<file path="src/rtl/mem_pkg.sv">
// Shared definitions for the memory bus controller: default address width,
// register-window addresses and the loader sequencer states.
package mem_pkg;

  localparam int AW_DEF = 20;

  localparam logic [AW_DEF-1:0] SYND    = 20'hFFFFF;
  localparam logic [AW_DEF-1:0] ALATCH  = 20'hFFFFE;
  localparam logic [AW_DEF-1:0] ECCMODE = 20'hFFFFD;

  typedef enum logic [1:0] {
    LD_IDLE   = 2'd0,
    LD_WAIT   = 2'd1,
    LD_ACCESS = 2'd2,
    LD_DONE   = 2'd3
  } ld_state_t;

endpackage

</file>
<file path="src/rtl/mem_regs.sv">
// Register window at the top three word addresses: syndrome, address latch
// and the ECC mode register.
module mem_regs
  import mem_pkg::*;
#(
  parameter int AW = AW_DEF
) (
  input  logic          clk,
  input  logic          reset,
  input  logic [AW-1:0] addr,
  input  logic [AW-1:0] laddr,
  input  logic          wr,
  input  logic [1:0]    wdata,
  output logic          hit,
  output logic [63:0]   rdata
);

  logic [AW-1:0] addr_inv;
  logic          sel_synd;
  logic          sel_alatch;
  logic          sel_mode;
  logic [1:0]    mode;

  // Window addresses are counted down from all-ones, so match on the
  // inverted address; this keeps the decode correct for any AW.
  assign addr_inv   = ~addr;
  assign sel_synd   = (addr_inv == AW'(~SYND));
  assign sel_alatch = (addr_inv == AW'(~ALATCH));
  assign sel_mode   = (addr_inv == AW'(~ECCMODE));
  assign hit        = sel_synd | sel_alatch | sel_mode;

  always_comb begin
    rdata = '0;
    if (sel_alatch)
      rdata = 64'(laddr);
    else if (sel_mode)
      rdata = 64'(mode);
  end

  always_ff @(posedge clk or posedge reset) begin
    if (reset)
      mode <= '0;
    else if (wr && sel_mode)
      mode <= wdata;
  end

endmodule

</file>
<file path="src/rtl/mem_bus_ctrl.sv">
// CPU-to-RAM bus controller with a low-priority loader port that borrows
// RAM cycles whenever the CPU is not reading or writing.
module mem_bus_ctrl
  import mem_pkg::*;
#(
  parameter int AW     = AW_DEF,
  parameter int STARVE = 15
) (
  input  logic          clk,
  input  logic          reset,
  input  logic [63:0]   o_ad,
  input  logic [7:0]    o_tag,
  input  logic          o_astb,
  input  logic          o_atomic,
  input  logic          o_rd,
  input  logic          o_wr,
  output logic [63:0]   i_data,
  output logic [7:0]    i_tag,
  input  logic          ld_req,
  input  logic          ld_we,
  input  logic [AW-1:0] ld_addr,
  input  logic [63:0]   ld_wdata,
  input  logic [7:0]    ld_wtag,
  output logic          ld_ack,
  output logic [63:0]   ld_rdata,
  output logic [7:0]    ld_rtag,
  output logic          ld_starve,
  output logic [AW-1:0] ram_addr,
  output logic          ram_re,
  output logic          ram_we,
  output logic [63:0]   ram_wdata,
  output logic [7:0]    ram_wtag,
  input  logic [63:0]   ram_q,
  input  logic [7:0]    ram_qtag
);

  localparam int CW = $clog2(STARVE + 2);

  logic [AW-1:0] waddr, laddr;
  logic          win_hit;
  logic [63:0]   win_rdata;
  logic          cpu_wr, cpu_rd, cpu_ram_wr, cpu_ram_rd;
  logic          rd_ram_q;
  logic [63:0]   data_hold, ld_data_hold;
  logic [7:0]    tag_hold, ld_tag_hold;
  ld_state_t     ld_state, ld_state_nxt;
  logic [CW-1:0] wait_cnt;

  assign cpu_wr     = o_wr & ~o_astb;
  assign cpu_rd     = o_rd & ~o_wr & ~o_astb;
  assign cpu_ram_wr = cpu_wr & ~win_hit;
  assign cpu_ram_rd = cpu_rd & ~win_hit;

  mem_regs #(.AW(AW)) u_regs (
    .clk   (clk),
    .reset (reset),
    .addr  (waddr),
    .laddr (laddr),
    .wr    (cpu_wr),
    .wdata (o_ad[1:0]),
    .hit   (win_hit),
    .rdata (win_rdata)
  );

  always_ff @(posedge clk or posedge reset) begin
    if (reset) begin
      waddr <= '0;
      laddr <= '0;
    end else if (o_astb) begin
      waddr <= o_ad[AW-1:0];
      laddr <= waddr;
    end else if ((cpu_ram_wr || cpu_ram_rd) && !o_atomic) begin
      waddr <= waddr + AW'(1);
    end
  end

  // CPU always wins the RAM; the loader only drives it in ACCESS.
  always_comb begin
    ram_addr  = waddr;
    ram_re    = 1'b0;
    ram_we    = 1'b0;
    ram_wdata = o_ad;
    ram_wtag  = o_tag;
    if (cpu_ram_wr) begin
      ram_we = 1'b1;
      if (o_atomic)
        ram_wdata[55] = 1'b1;
    end else if (cpu_ram_rd) begin
      ram_re = 1'b1;
    end else if (ld_state == LD_ACCESS) begin
      ram_addr  = ld_addr;
      ram_we    = ld_we;
      ram_re    = ~ld_we;
      ram_wdata = ld_wdata;
      ram_wtag  = ld_wtag;
    end
    if (reset) begin
      ram_re = 1'b0;
      ram_we = 1'b0;
    end
  end

  // Read data is shown straight from the RAM in the cycle after the read,
  // then held in a register until the next CPU read.
  assign i_data = rd_ram_q ? ram_q : data_hold;
  assign i_tag  = rd_ram_q ? ram_qtag : tag_hold;

  always_ff @(posedge clk or posedge reset) begin
    if (reset) begin
      rd_ram_q  <= 1'b0;
      data_hold <= '0;
      tag_hold  <= '0;
    end else begin
      rd_ram_q <= cpu_ram_rd;
      if (cpu_rd && win_hit) begin
        data_hold <= win_rdata;
        tag_hold  <= '0;
      end else begin
        data_hold <= i_data;
        tag_hold  <= i_tag;
      end
    end
  end

  always_comb begin
    ld_state_nxt = ld_state;
    case (ld_state)
      LD_IDLE:   if (ld_req) ld_state_nxt = (!o_rd && !o_wr) ? LD_ACCESS : LD_WAIT;
      LD_WAIT:   if (!o_rd && !o_wr) ld_state_nxt = LD_ACCESS;
      LD_ACCESS: ld_state_nxt = LD_DONE;
      default:   ld_state_nxt = LD_IDLE;
    endcase
  end

  always_ff @(posedge clk or posedge reset) begin
    if (reset) begin
      ld_state <= LD_IDLE;
      wait_cnt <= '0;
    end else begin
      ld_state <= ld_state_nxt;
      if (ld_state_nxt == LD_ACCESS)
        wait_cnt <= '0;
      else if (ld_state == LD_WAIT && wait_cnt != CW'(STARVE))
        wait_cnt <= wait_cnt + CW'(1);
    end
  end

  assign ld_starve = (wait_cnt >= CW'(STARVE));
  assign ld_ack    = (ld_state == LD_DONE);
  assign ld_rdata  = (ld_ack && !ld_we) ? ram_q : ld_data_hold;
  assign ld_rtag   = (ld_ack && !ld_we) ? ram_qtag : ld_tag_hold;

  always_ff @(posedge clk or posedge reset) begin
    if (reset) begin
      ld_data_hold <= '0;
      ld_tag_hold  <= '0;
    end else begin
      ld_data_hold <= ld_rdata;
      ld_tag_hold  <= ld_rtag;
    end
  end

endmodule
</file>
<file path="config.mk">
export PLATFORM = sky130hd
export DESIGN_NAME = mem_bus_ctrl
export DESIGN_NICKNAME = d
export VERILOG_FILES = /design/src/rtl/mem_pkg.sv /design/src/rtl/mem_regs.sv /design/src/rtl/mem_bus_ctrl.sv
export SDC_FILE = /design/constraint.sdc
export NUM_CORES = 1
export LEC_CHECK = 0
export ABC_CLOCK_PERIOD_IN_PS = 6160
export BUFFER_PORTS_ARGS = -buffer_cell sky130_fd_sc_hd__buf_2
export CAP_MARGIN = 20
export CORE_ASPECT_RATIO = 0.6
export CORE_MARGIN = 2
export CORE_UTILIZATION = 29
export DETAILED_ROUTE_END_ITERATION = 12
export GPL_ROUTABILITY_DRIVEN = 0
export PLACE_DENSITY = 0.6
export SYNTH_ARGS = -nofsm -noshare
export SYNTH_HDL_FRONTEND = slang
export SYNTH_SLANG_ARGS = --single-unit
export TNS_END_PERCENT = 5
</file>
<file path="constraint.sdc">
create_clock -name clk -period 6.16 [get_ports clk]
set_input_delay 0.308 -clock clk [delete_from_list [all_inputs] [get_ports clk]]
set_output_delay 0.308 -clock clk [all_outputs]
set_load 0.05 [all_outputs]
</file>
Word-level counts from Yosys, hierarchy flattened
Index checks and enable logic that the tools add are counted.
- register bits after elaboration: 194
- input bits: 244
- output and inout port bits: 240
- logic and storage cells: 83
- add/subtract/negate cells: 2
- $lt $le $gt $ge: 1
- equal/unequal tests: 7
- multiplexer cells: 36
- bitwise operators: 12
- reduce and logical (&&, ||, !) cells: 15
- operators by type and width (kind ; number):
    $mux 64 ; 6
    $mux 20 ; 5
    $mux 8 ; 7
    $mux 55 ; 1
    $add 20x1->20 const B ; 1
    $eq 20x1->1 const B ; 1
    $eq 20x2->1 const B ; 1
    $logic_not 20->1 ; 1
    $not 20->20 ; 1
    $mux 1 ; 10
    $mux 5 ; 2
    $mux 2 ; 4
    $eq 2x2->1 const B ; 3
    $logic_and 1x1->1 ; 6
    $pmux 2 s3 ; 1
    $add 5x1->5 const B ; 1
    $and 1x1->1 ; 5
    $ge 5x4->1 const B ; 1
    $ne 5x4->1 const B ; 1
    $logic_not 1->1 ; 4
    $not 1->1 ; 4
    $reduce_bool 2->1 ; 2
    $eq 2x1->1 const B ; 1
    $logic_not 2->1 ; 1
    other kinds (2) ; 3

Logic depth before layout (Yosys ltp)
Gate-level depths: netlist of run 1.
- depth in word-level cells: 10
- mapped depth: 10
- mapped depth without buffers: 7

Hierarchy
Synthesis of run 1 repeated with hierarchy kept, for this count alone.
- cells, all modules: 952
- area total of the unflattened synthesis: 10457.5 sq um
- modules (own cells, without submodules) (module ; times used ; cells each ; area each (sq um) ; seq. area each (sq um)):
    mem_bus_ctrl ; 1 ; 864 ; 9788.1 ; 4804.6
    mem_regs ; 1 ; 88 ; 669.4 ; 50.0

Worst setup path after synthesis of run 1
Ideal clock, no wire load.
- path kind: input to output
- start point: input port reset
- end point: output port ram_re
- data arrival time: 5.247 ns
- required time: 5.852 ns
- slack: 0.605 ns
- stages: 2
- path buffers: 0
- path through: inv_1 -> and3_1
- cells in the longest elaborated chain, start to end: 1
- ends and longest elaborated chain (item ; RTL line ; text):
    from (decl) ; mem_bus_ctrl.sv:10 ; input logic reset,
    $mux 1 ; mem_bus_ctrl.sv:97 ; if (reset) begin
    to (decl) ; mem_bus_ctrl.sv:29 ; output logic ram_re,
Every way passes these cells.

Final worst setup path of run 1
- start point: register waddr[10]
- end point: output port ram_wdata[46]
- cells in the longest elaborated chain, start to end: 8
- elaborated cells between the ends (all ways): 11
- those cells by class: 2 x eq/ne; 2 x mux; 6 x bitwise; 1 x reduce/logical
- ends and longest elaborated chain (item ; RTL line ; text):
    from (decl) ; mem_bus_ctrl.sv:39 ; logic [AW-1:0] waddr, laddr;
    from (signal assigned) ; mem_bus_ctrl.sv:70 ; waddr <= o_ad[AW-1:0];
    from (signal assigned) ; mem_bus_ctrl.sv:73 ; waddr <= waddr + AW'(1);
    $not 20->20 * ; mem_regs.sv:26 ; assign addr_inv = ~addr;
    $eq 20x1->1 / $logic_not 20->1 (equally long branches) ; mem_regs.sv:28, mem_regs.sv:27 ;
    $or 1x1->1 ; mem_regs.sv:30 ; assign hit = sel_synd | sel_alatch | sel_mode;
    $or 1x1->1 * ; mem_regs.sv:30 ;
    $not 1->1 * ; mem_bus_ctrl.sv:51, mem_bus_ctrl.sv:52 ;
    $and 1x1->1 ; mem_bus_ctrl.sv:52 ; assign cpu_ram_rd = cpu_rd & ~win_hit;
    $mux 64 ; mem_bus_ctrl.sv:88 ; end else if (cpu_ram_rd) begin
    $mux 55 * ; mem_bus_ctrl.sv:84 ; if (cpu_ram_wr) begin
    to (decl) ; mem_bus_ctrl.sv:31 ; output logic [63:0] ram_wdata,
Mark *: on every way between the ends. The rest lies on a longest branch, timed or not.

==> results_dict.tcl, run 1 <==
set metrics [dict create \
    hold_class "input pin to asynchronous set/reset pin" \
    syn_area_mm2 0.00997 \
    cp_data_required_time_ns 5.85 \
    cp-end-kind "output pin" \
    grt_max_degree 98 \
    post-place-cells 1655 \
    p_int_mw 3.19 \
    p_sw_mw 2.92 \
    viasPerCell 4.64 \
    drt-pass1-iter-count 5 \
    clockBufferDepth 2 \
    grt_pass1_vias 7978 \
    rows 52 \
    syn_to_final_growth_pct 33.7 \
    wl_per_cell_um 18.6 \
    placed_area_mm2 0.0127 \
    fin_crit_ns 4.13 \
    final_common_cell "buf_2" \
    pwr-share-seq_pct 29.2 \
    dp.final_hpwl_um 24100 \
    critPathKind "flop to output pin" \
    gr-total-overflow 0 \
    preCtsSetupSlack_ns 2.60 \
    grt_pass1_wl_um 47600 \
    power_frac_comb_pct 52.1 \
    fin_hold_ws_ns -0.0361 \
    ys_top_cells_by_area "dfrtp_1 49%, mux2_2 20%, mux2_4 12%, nor2b_1 3.3%, buf_12 1.8%" \
    antenna_found_initial 3 \
    yosysSeqAreaShare_pct 48.7 \
    critPathArrivalTime_ns 3.82 \
    critPathSlowestCell "nand4_1" \
    setup_tns_ns 0 \
    violations "hold timing" \
    cts_num_sinks 194 \
    layout_setup_ws_ns 2.03 \
    die_h_um 148 \
    r2r_cells 6 \
    crit_buf_inv 2 \
    numCtsBuffers 17 \
    fillCellCount 3300 \
    insertion_delay_ns 0.45 \
    synth_cell_types 46 \
    yosys_register_bits 194 \
    seq_area_mm2 0.00486 \
    hold_buffers 0 \
    vias 7844 \
    multi_input_area_mm2 0.00474 \
    yosys_warnings 0 \
    power-per-cell-area_mw_per_mm2 459 \
    async_reset_ff_share_pct 100 \
    p_clk_share_pct 18.7 \
    synth_flop_cell "dfrtp_1" \
    power.total_mw 6.11 \
    crit_chain "and4_1, nand4_1, or2_4, a21oi_4, buf_12, mux2_4, buf_2" \
    synth_top_cell_area_share_pct 48.7 \
    root_buffer "clkbuf_16" \
    p_sw_share_pct 47.8 \
    clock.fmax_mhz 242 \
    antenna_left 0 \
    wl_um 31400 \
    finalNetCount 1464 \
    clk_pin_slew_ns 0.07 \
    chipWidth_um 243 \
    irDropWorstVdd_uv 296 \
    drc_errors 0 \
    critPathTopFamily "simple AND/OR/NAND/NOR gates" \
    rsz0062_at_grt "false" \
    synth_edf_count 0 \
    syn_nets 999 \
    drt-initial-drc-count 368 \
    finalHoldViolCount 4 \
    ctsResizeCount 0 \
    crit_cells 7 \
    post-cts-setup-buffer-count 0 \
    relSlewSlack_pct 23.8 \
    final_cells 1689 \
    timing.max_cap.violations 0 \
    portBuffers 483 \
    fin_area_mm2 0.0133 \
    utilization_pct 39.5 \
    start_kind "flop" \
    io_pins 484 \
    slowest_delay_ns 0.63 \
    clock_skew_ns 0.0183 \
    dieArea_mm2 0.0359 \
    status "finished, violations left" \
    drive_gt1_share_pct 64.3 \
    min_period_over_period_pct 67.1 \
    htreeDepth 4 \
    core-area_mm2 0.0338 \
    p_leak_nw 6.48 \
    crit_fanout 92 \
    drv_slew 0 \
    initial_core_util_pct 29.5 \
    synth_area_per_cell_um2 13.3 \
    tightest_slew_ns 1.14 \
    cts_tree "yes" \
    netlist_instances 750 \
    gr-usage-all-layers_pct 17.3 \
    netlist.top_cell.by_area "dfrtp_1" \
    setup_viol 0 \
    mostFrequentLayoutCells "484 x buf_2, 193 x dfrtp_1, 181 x mux2_2, 79 x mux2_4, 52 x nor2b_1" \
]
[state kept, by name, indices dropped and copies added, names as in the netlist]
register,cells
wait_cnt,5
waddr,20
u_regs.mode,2
ld_data_hold,64
laddr,20
rd_ram_q,1
data_hold,64
tag_hold,8
ld_tag_hold,8
ld_state,2
[layer usage]
layer	wire (um)	vias up	GRT usage, %
li1	-	3614	-
met1	15600	3982	25.5
met2	13500	230	24.6
met3	2070	18	5.43
met4	233	0	4.26
met5	0	-	0
[logic make-up after synthesis]
kind of cell    count (synthesis)  share of synthesized area (%)
compound gates                 62                           4.44
xor+xnor                       12                           1.05
fa+ha+maj                       5                          0.628
buf+inv                        58                           3.77
flops                         194                           48.7
mux                           262                           32.6
simple gates                  157                           8.85
[worst paths after layout]
kind,start,end,slack [ns]
max reg2reg,waddr[10],data_hold[0],3.04
max,waddr[10],ram_wdata[46],2.03
max in group asynchronous,reset,ld_tag_hold[6],4.98
min reg2reg,ld_tag_hold[0],ld_tag_hold[0],0.49
min,reset,waddr[8],-0.04
min in group clk,o_ad[2],waddr[2],0.09
[power by group through the flow]
| stage | combinational, mW | clock, mW | sequential [mW] |
|---|---|---|---|
| 6_report | 3.18 | 1.14 | 1.79 |
| 5_1_grt | 3.33 | 1.24 | 1.83 |
| 4_1_cts | 3.20 | 1.18 | 1.79 |
| 3_5_place_dp | 3.19 | 0 | 1.81 |
| 3_3_place_gp | 3.17 | 0 | 1.80 |
| 2_1_floorplan | 2.61 | 0 | 1.76 |
[synthesized netlist by cell type, drive strengths merged, types with 3 or more instances]
master     n
dfrtp    194
clkbuf    30
o2111ai    4
or2        3
xor2       7
or4        4
ha         5
xnor2      5
and3       7
a22o      18
nand4b     3
nand2     25
and2       3
o211ai     3
inv       12
mux2     260
nor3       3
nor2      24
a21oi      3
a31oi      8
buf       16
o21ai     18
nor2b     52
and4       3
or3        7
nand3     12
nand4      7
[worst reg2reg max path, cell delays in order, from the launching register on]
cell and delay, ns:
dfrtp_1 0.55, and4_1 0.31, nand4_1 0.63, nor4_4 0.62, buf_4 0.58, nand3_1 0.25
o21ai_0 0.12
[final cells by class]
cell class,instances,share of cell area (%)
Antenna cell,2,0.0376
Multi-Input combinational cell,498,35.6
Tap cell,459,4.31
Timing Repair Buffer,492,18.7
Sequential cell,194,36.5
Clock inverter,9,0.883
Clock buffer,23,3.59
Inverter,12,0.394
Power figures use the tool's default switching activity.
==> run 2, diff against run 1 <==
- ABC_AREA: not set -> 1
- ABC_CLOCK_PERIOD_IN_PS: 6160 -> 3450
- clock period: 6.16 -> 3.45 ns (I/O delays scaled with it)
==> results_dict.tcl, run 2 <==
set metrics [dict create \
    synth_xor_area_share_pct 0.397 \
    initial_core_util_pct 29.3 \
    gr-total-overflow 0 \
    tightest_slew_ns 0.827 \
    synth_compound_area_share_pct 10.6 \
    die_h_um 155 \
    crit_cells 14 \
    syn_to_final_growth_pct 31.2 \
    ys_top_cells_by_area "dfrtp_1 44%, nand2_1 17%, o21ai_0 8.4%, nand3_2 8.3%, inv_1 6.1%" \
    numCtsBuffers 17 \
    drive_gt1_share_pct 34.7 \
    crit_buf_inv 4 \
    cts_tree "yes" \
    r2r_end "data_hold[49]" \
    syn_area_mm2 0.0110 \
    p_int_mw 5.22 \
    cpMostUsedCell "nor2_4" \
    grt_max_degree 82 \
    drv_slew 0 \
    irDropWorstVdd_uv 375 \
    seq_area_mm2 0.00486 \
    async_reset_ff_share_pct 100 \
    min_period_over_period_pct 92.8 \
    synth_flop_cell "dfrtp_1" \
    synthTopCellsByCount "497 x nand2_1, 194 x dfrtp_1, 184 x o21ai_0" \
    drt-pass1-iter-count 7 \
    power-per-cell-area_mw_per_mm2 791 \
    cp_data_required_time_ns 3.28 \
    p_leak_nw 7.79 \
    yosys.area_share.simple_pct 31.8 \
    yosys_warnings 0 \
    synth_cell_types 35 \
    synth_area_per_cell_um2 7.70 \
    dp.final_hpwl_um 27800 \
    critPathArrivalTime_ns 3.03 \
    io_pins 484 \
    critPathTopFamily "simple AND/OR/NAND/NOR gates" \
    cp-end-kind "output pin" \
    start_kind "flop" \
    grt_pass1_vias 10200 \
    drt-initial-drc-count 802 \
    syn_nets 1681 \
    critPathSlowestCell "dfrtp_2" \
    min_from "ram_q[5]" \
    final_common_cell "nand2_1" \
    pwr-share-seq_pct 27.5 \
    synth_edf_count 0 \
    mostFrequentLayoutCells "495 x nand2_1, 483 x buf_2, 191 x dfrtp_1, 184 x o21ai_0, 179 x inv_1" \
    r2r_cells 12 \
    crit_chain "ha_1, nand3_1, inv_2, nand2_4, nor2_4, nand2_4, nand3_4, nor2_4, nor2_4, buf_4, buf_12, nand3_2, nand2_1, buf_2" \
    synth_top_cell_area_share_pct 44.1 \
    core-area_mm2 0.0376 \
    relSlewSlack_pct 44.7 \
    gr-usage-all-layers_pct 17.7 \
    route.met3.wl_um 2220 \
    synthMuxAreaShare_pct 0.204 \
    p_clk_share_pct 18.2 \
    clk_pin_slew_ns 0.09 \
    hold_depth 3 \
    reg_top3 "data_hold: 64 flops, ld_data_hold: 64 flops" \
    dieArea_mm2 0.0396 \
    drc_errors 0 \
    antenna_found_initial 1 \
    whs_endpoint "ld_data_hold[5]" \
    vias 11000 \
    power_frac_comb_pct 54.3 \
    hold_class "input pin to flop" \
    chipWidth_um 256 \
    netlist_instances 1432 \
    top_layer "met4" \
    clock.fmax_mhz 312 \
    layout_setup_ws_ns 0.247 \
    clock_skew_ns 0.0170 \
    rsz0062_at_grt "false" \
    yosys_register_bits 194 \
    netlist.top_cell.by_area "dfrtp_1" \
    root_buffer "clkbuf_16" \
    wl_met2_um 17300 \
    p_sw_mw 6.22 \
    synthAdderAreaFrac_pct 0.568 \
    viasPerCell 4.58 \
    status "finished, final reports clean" \
    p_sw_share_pct 54.4 \
    clockBufferDepth 2 \
    cts_num_sinks 194 \
    portBuffers 483 \
    synth_top_family_by_area "simple AND/OR/NAND/NOR gates" \
    fillCellCount 4042 \
    synth_most_common_cell "nand2_1" \
    slowest_delay_ns 0.46 \
    wl_met1_um 17700 \
    setup_tns_ns 0 \
    diodes 0 \
    rrSetupSlack_ns 0.81 \
    r2r-start "waddr[0]" \
    finalNetCount 2129 \
    fin_crit_ns 3.20 \
    htreeDepth 4 \
    preCtsSetupSlack_ns 0.591 \
    grt_pass1_wl_um 56600 \
    yosysSeqAreaShare_pct 44.1 \
    crit_fanout 34 \
    rows 55 \
    insertion_delay_ns 0.45 \
    antenna_left 0 \
    wl_um 37500 \
    finalHoldViolCount 0 \
    wl_per_cell_um 15.6 \
    critPathKind "flop to output pin" \
    setup_viol 0 \
    timing.max_cap.violations 0 \
    multi_input_area_mm2 0.00484 \
]
[run 2: changes by cell type in the layout (fill, tap and decap cells not counted), moves of 17 or more]
| cell | previous run | this run |
|---|---|---|
| a22o_1 | 18 | 0 |
| nand3_2 | 0 | 91 |
| mux2_4 | 79 | 0 |
| nand2_1 | 25 | 495 |
| nand3_1 | 12 | 38 |
| inv_1 | 11 | 179 |
| nor2_1 | 24 | 77 |
| nor2b_1 | 52 | 0 |
| o31ai_1 | 2 | 19 |
| mux2_2 | 181 | 2 |
| o21ai_0 | 17 | 184 |
[run 2: stage by stage]
step | power (mW) | std cells | hold slack, ns | utilization, % | area [um^2]
3_3_place_gp | 9.27 | 2359 | 0.278 | 36.3 | 13600
2_1_floorplan | 7.97 | 1432 | 0.317 | - | 11000
3_5_place_dp | 9.35 | 2359 | 0.295 | 36.3 | 13600
4_1_cts | 11.5 | 2401 | 0.00107 | 38.2 | 14300
5_1_grt | 12.0 | 2406 | 0.0149 | 38.5 | 14500
6_report | 11.4 | 2406 | 0.0283 | 38.5 | 14500
[run 2: worst max-delay path by stage]
stage	from	to	slack, ns
finish	waddr[0]	ram_wdata[3]	0.25
global route	waddr[0]	ram_wdata[3]	0.04
CTS	waddr[0]	ram_addr[0]	0.07
detailed placement	waddr[0]	ram_addr[0]	0.59
global placement	waddr[0]	ram_addr[0]	0.68
floorplan	ld_state[0]	ld_data_hold[60]	0.70
[run 2: area by class of cell]
cell class	instances	share of cell area (%)
sequential	194	33.6
multi-input combinational	968	33.5
timing repair buffer	516	19.5
inverter	183	4.78
tap	513	4.44
clock buffer	17	2.94
clock inverter	15	1.32
[run 2: layer usage]
| layer | vias up | global-route usage (%) |
|---|---|---|
| met2 | 339 | 27.7 |
| met5 | - | 0 |
| met1 | 5286 | 25.4 |
| met4 | 0 | 2.31 |
| met3 | 24 | 4.30 |
| li1 | 5371 | - |
[run 2: worst min-delay path: cells and delay by family]
family | cells | cell delay, ns
buf+inv | 2 | 0.15
compound gates | 1 | 0.10
[run 2: cell families (layout without fill, tap and decap cells)]
family	after synthesis	in the layout
AND/OR/NAND/NOR	734	735
buffers and inverters	271	731
AO/OA/AOI/OAI	221	221
flip-flops	194	194
adder cells (fa/ha/maj)	5	5
XOR/XNOR	5	5
multiplexers	2	2
[run 2: timing repair]
action | 4_1_cts | 5_1_grt
endpoints found under the hold margin | 31 | 0
setup buffers | 0 | 2
hold buffers | 10 | 0
setup endpoints to repair | 0 | 77
resized for setup | 0 | 11
[run 2: power by group through the flow]
stage	sequential (mW)	clock [mW]	combinational, mW
6_report	3.14	2.08	6.21
5_1_grt	3.21	2.23	6.61
4_1_cts	3.14	2.16	6.19
3_5_place_dp	3.18	0	6.16
3_3_place_gp	3.15	0	6.11
2_1_floorplan	3.12	0	4.86
==> run 3, diff against run 2 <==
- ABC_CLOCK_PERIOD_IN_PS: 3450 -> 3700
- PLACE_DENSITY: 0.6 -> 0.58
- REMOVE_ABC_BUFFERS: not set -> 1
- clock period: 3.45 -> 3.7 ns (I/O delays scaled with it)
==> results_dict.tcl, run 3 (synthesized netlist as in run 2, its figures left out) <==
set metrics [dict create \
    cts_num_sinks 194 \
    gr-usage-all-layers_pct 18.0 \
    setup_tns_ns 0 \
    initial_core_util_pct 29.3 \
    root_buffer "clkbuf_16" \
    grt_max_degree 108 \
    min_from "ram_q[0]" \
    final_common_cell "nand2_1" \
    grt_pass1_wl_um 56600 \
    finalNetCount 2118 \
    setup_viol 0 \
    fin_area_mm2 0.0143 \
    power-per-cell-area_mw_per_mm2 737 \
    post-place-cells 2358 \
    core-area_mm2 0.0376 \
    critPathLaunch "waddr[1]" \
    placed_area_mm2 0.0136 \
    crit_buf_inv 3 \
    antenna_left 0 \
    crit_chain "ha_1, nand3_1, inv_2, nand2_4, nor2_4, nand2_4, nand3_4, nor2_4, nor2_4, nand2_8, buf_12, nand2_1, nand2_1, buf_2" \
    drv_slew 0 \
    wl_um 37400 \
    fin_crit_ns 3.52 \
    antenna_found_initial 0 \
    crit_fanout 48 \
    cp_data_required_time_ns 3.51 \
    reg_top3 "data_hold: 64 flops, ld_data_hold: 64 flops" \
    cp-end-kind "output pin" \
    route.met3.wl_um 2170 \
    cpMostUsedCell "nor2_4" \
    clockBufferDepth 2 \
    wl_met2_um 16800 \
    rows 55 \
    gr-total-overflow 0 \
    chipWidth_um 256 \
    irDropWorstVdd_uv 394 \
    htreeDepth 4 \
    tightest_slew_ns 0.810 \
    drive_gt1_share_pct 34.6 \
    vias 10800 \
    drt-pass1-iter-count 5 \
    drt-initial-drc-count 692 \
    dp.final_hpwl_um 27600 \
    slowest_delay_ns 0.45 \
    critPathKind "flop to output pin" \
    top_layer "met4" \
    syn_to_final_growth_pct 29.7 \
    grt_pass1_vias 10200 \
    diodes 0 \
    critPathTopFamily "simple AND/OR/NAND/NOR gates" \
    critPathArrivalTime_ns 3.34 \
    r2r-start "waddr[17]" \
    clock.fmax_mhz 284 \
    numCtsBuffers 17 \
    portBuffers 483 \
    critPathSlowestCell "dfrtp_2" \
    wl_met1_um 18000 \
    timing.max_cap.violations 0 \
    wl_per_cell_um 15.6 \
    utilization_pct 38.1 \
    finalHoldViolCount 0 \
    min_period_over_period_pct 95.2 \
    io_pins 484 \
    viasPerCell 4.51 \
    start_kind "flop" \
    p_leak_nw 7.73 \
    relSlewSlack_pct 46.0 \
    status "finished, final reports clean" \
    die_h_um 155 \
    cts_tree "yes" \
    clk_pin_slew_ns 0.08 \
    drc_errors 0 \
    rsz0062_at_grt "false" \
    clock_skew_ns 0.0122 \
    insertion_delay_ns 0.44 \
    post-cts-setup-buffer-count 0 \
    mostFrequentLayoutCells "496 x nand2_1, 483 x buf_2, 191 x dfrtp_1, 184 x o21ai_0, 179 x inv_1" \
    dieArea_mm2 0.0396 \
    hold_class "input pin to flop" \
    final_cells 2395 \
]
## run 3: metal layers
metal,GRT usage (%),vias to the layer above
met5,0,-
met4,4.32,0
met3,3.86,28
met2,27.4,324
met1,25.9,5096
li1,-,5356
## run 3: final timing paths
kind	end	slack, ns	cells past startpoint
setup / recovery	ram_addr[11]	0.18	14
hold / removal	ld_data_hold[0]	0.04	2
setup reg to reg	waddr[10]	0.93	12
hold reg to reg	u_regs.mode[1]	0.49	2
max in group asynchronous	u_regs.mode[1]	2.35	4
min in group asynchronous	ld_data_hold[19]	0.46	3
## run 3: power by group
group / leakage (nW) / switching, mW / total (mW) / internal, mW
logic: 5.09 / 4.52 / 5.73 / 1.21
registers: 2.35 / 0.239 / 2.94 / 2.70
clock network: 0.286 / 0.921 / 1.88 / 0.956
total: 7.73 / 5.68 / 10.5 / 4.86
## run 3: per-stage QoR
step	hold slack (ns)	setup slack [ns]	power, mW
2_1_floorplan	0.292	-4.82	7.29
3_3_place_gp	0.418	0.764	8.65
3_5_place_dp	0.426	0.657	8.72
4_1_cts	0.000169	0.143	10.6
5_1_grt	0.0206	0.0166	11.1
6_report	0.0380	0.176	10.5
## run 3: layout make-up
type	count	area (um^2)
inverter	183	694
timing repair buffer	506	2710
clock inverter	14	144
clock buffer	18	429
tap	513	642
multi-input combinational	967	4820
sequential	194	4860
fill	4100	23300
## run 3: repair_timing
| item | in CTS | in global routing |
|---|---|---|
| gates resized for setup | 0 | 7 |
| hold buffers | 3 | 0 |
| endpoints found under the setup margin | 0 | 62 |
| hold endpoints to repair | 92 | 0 |
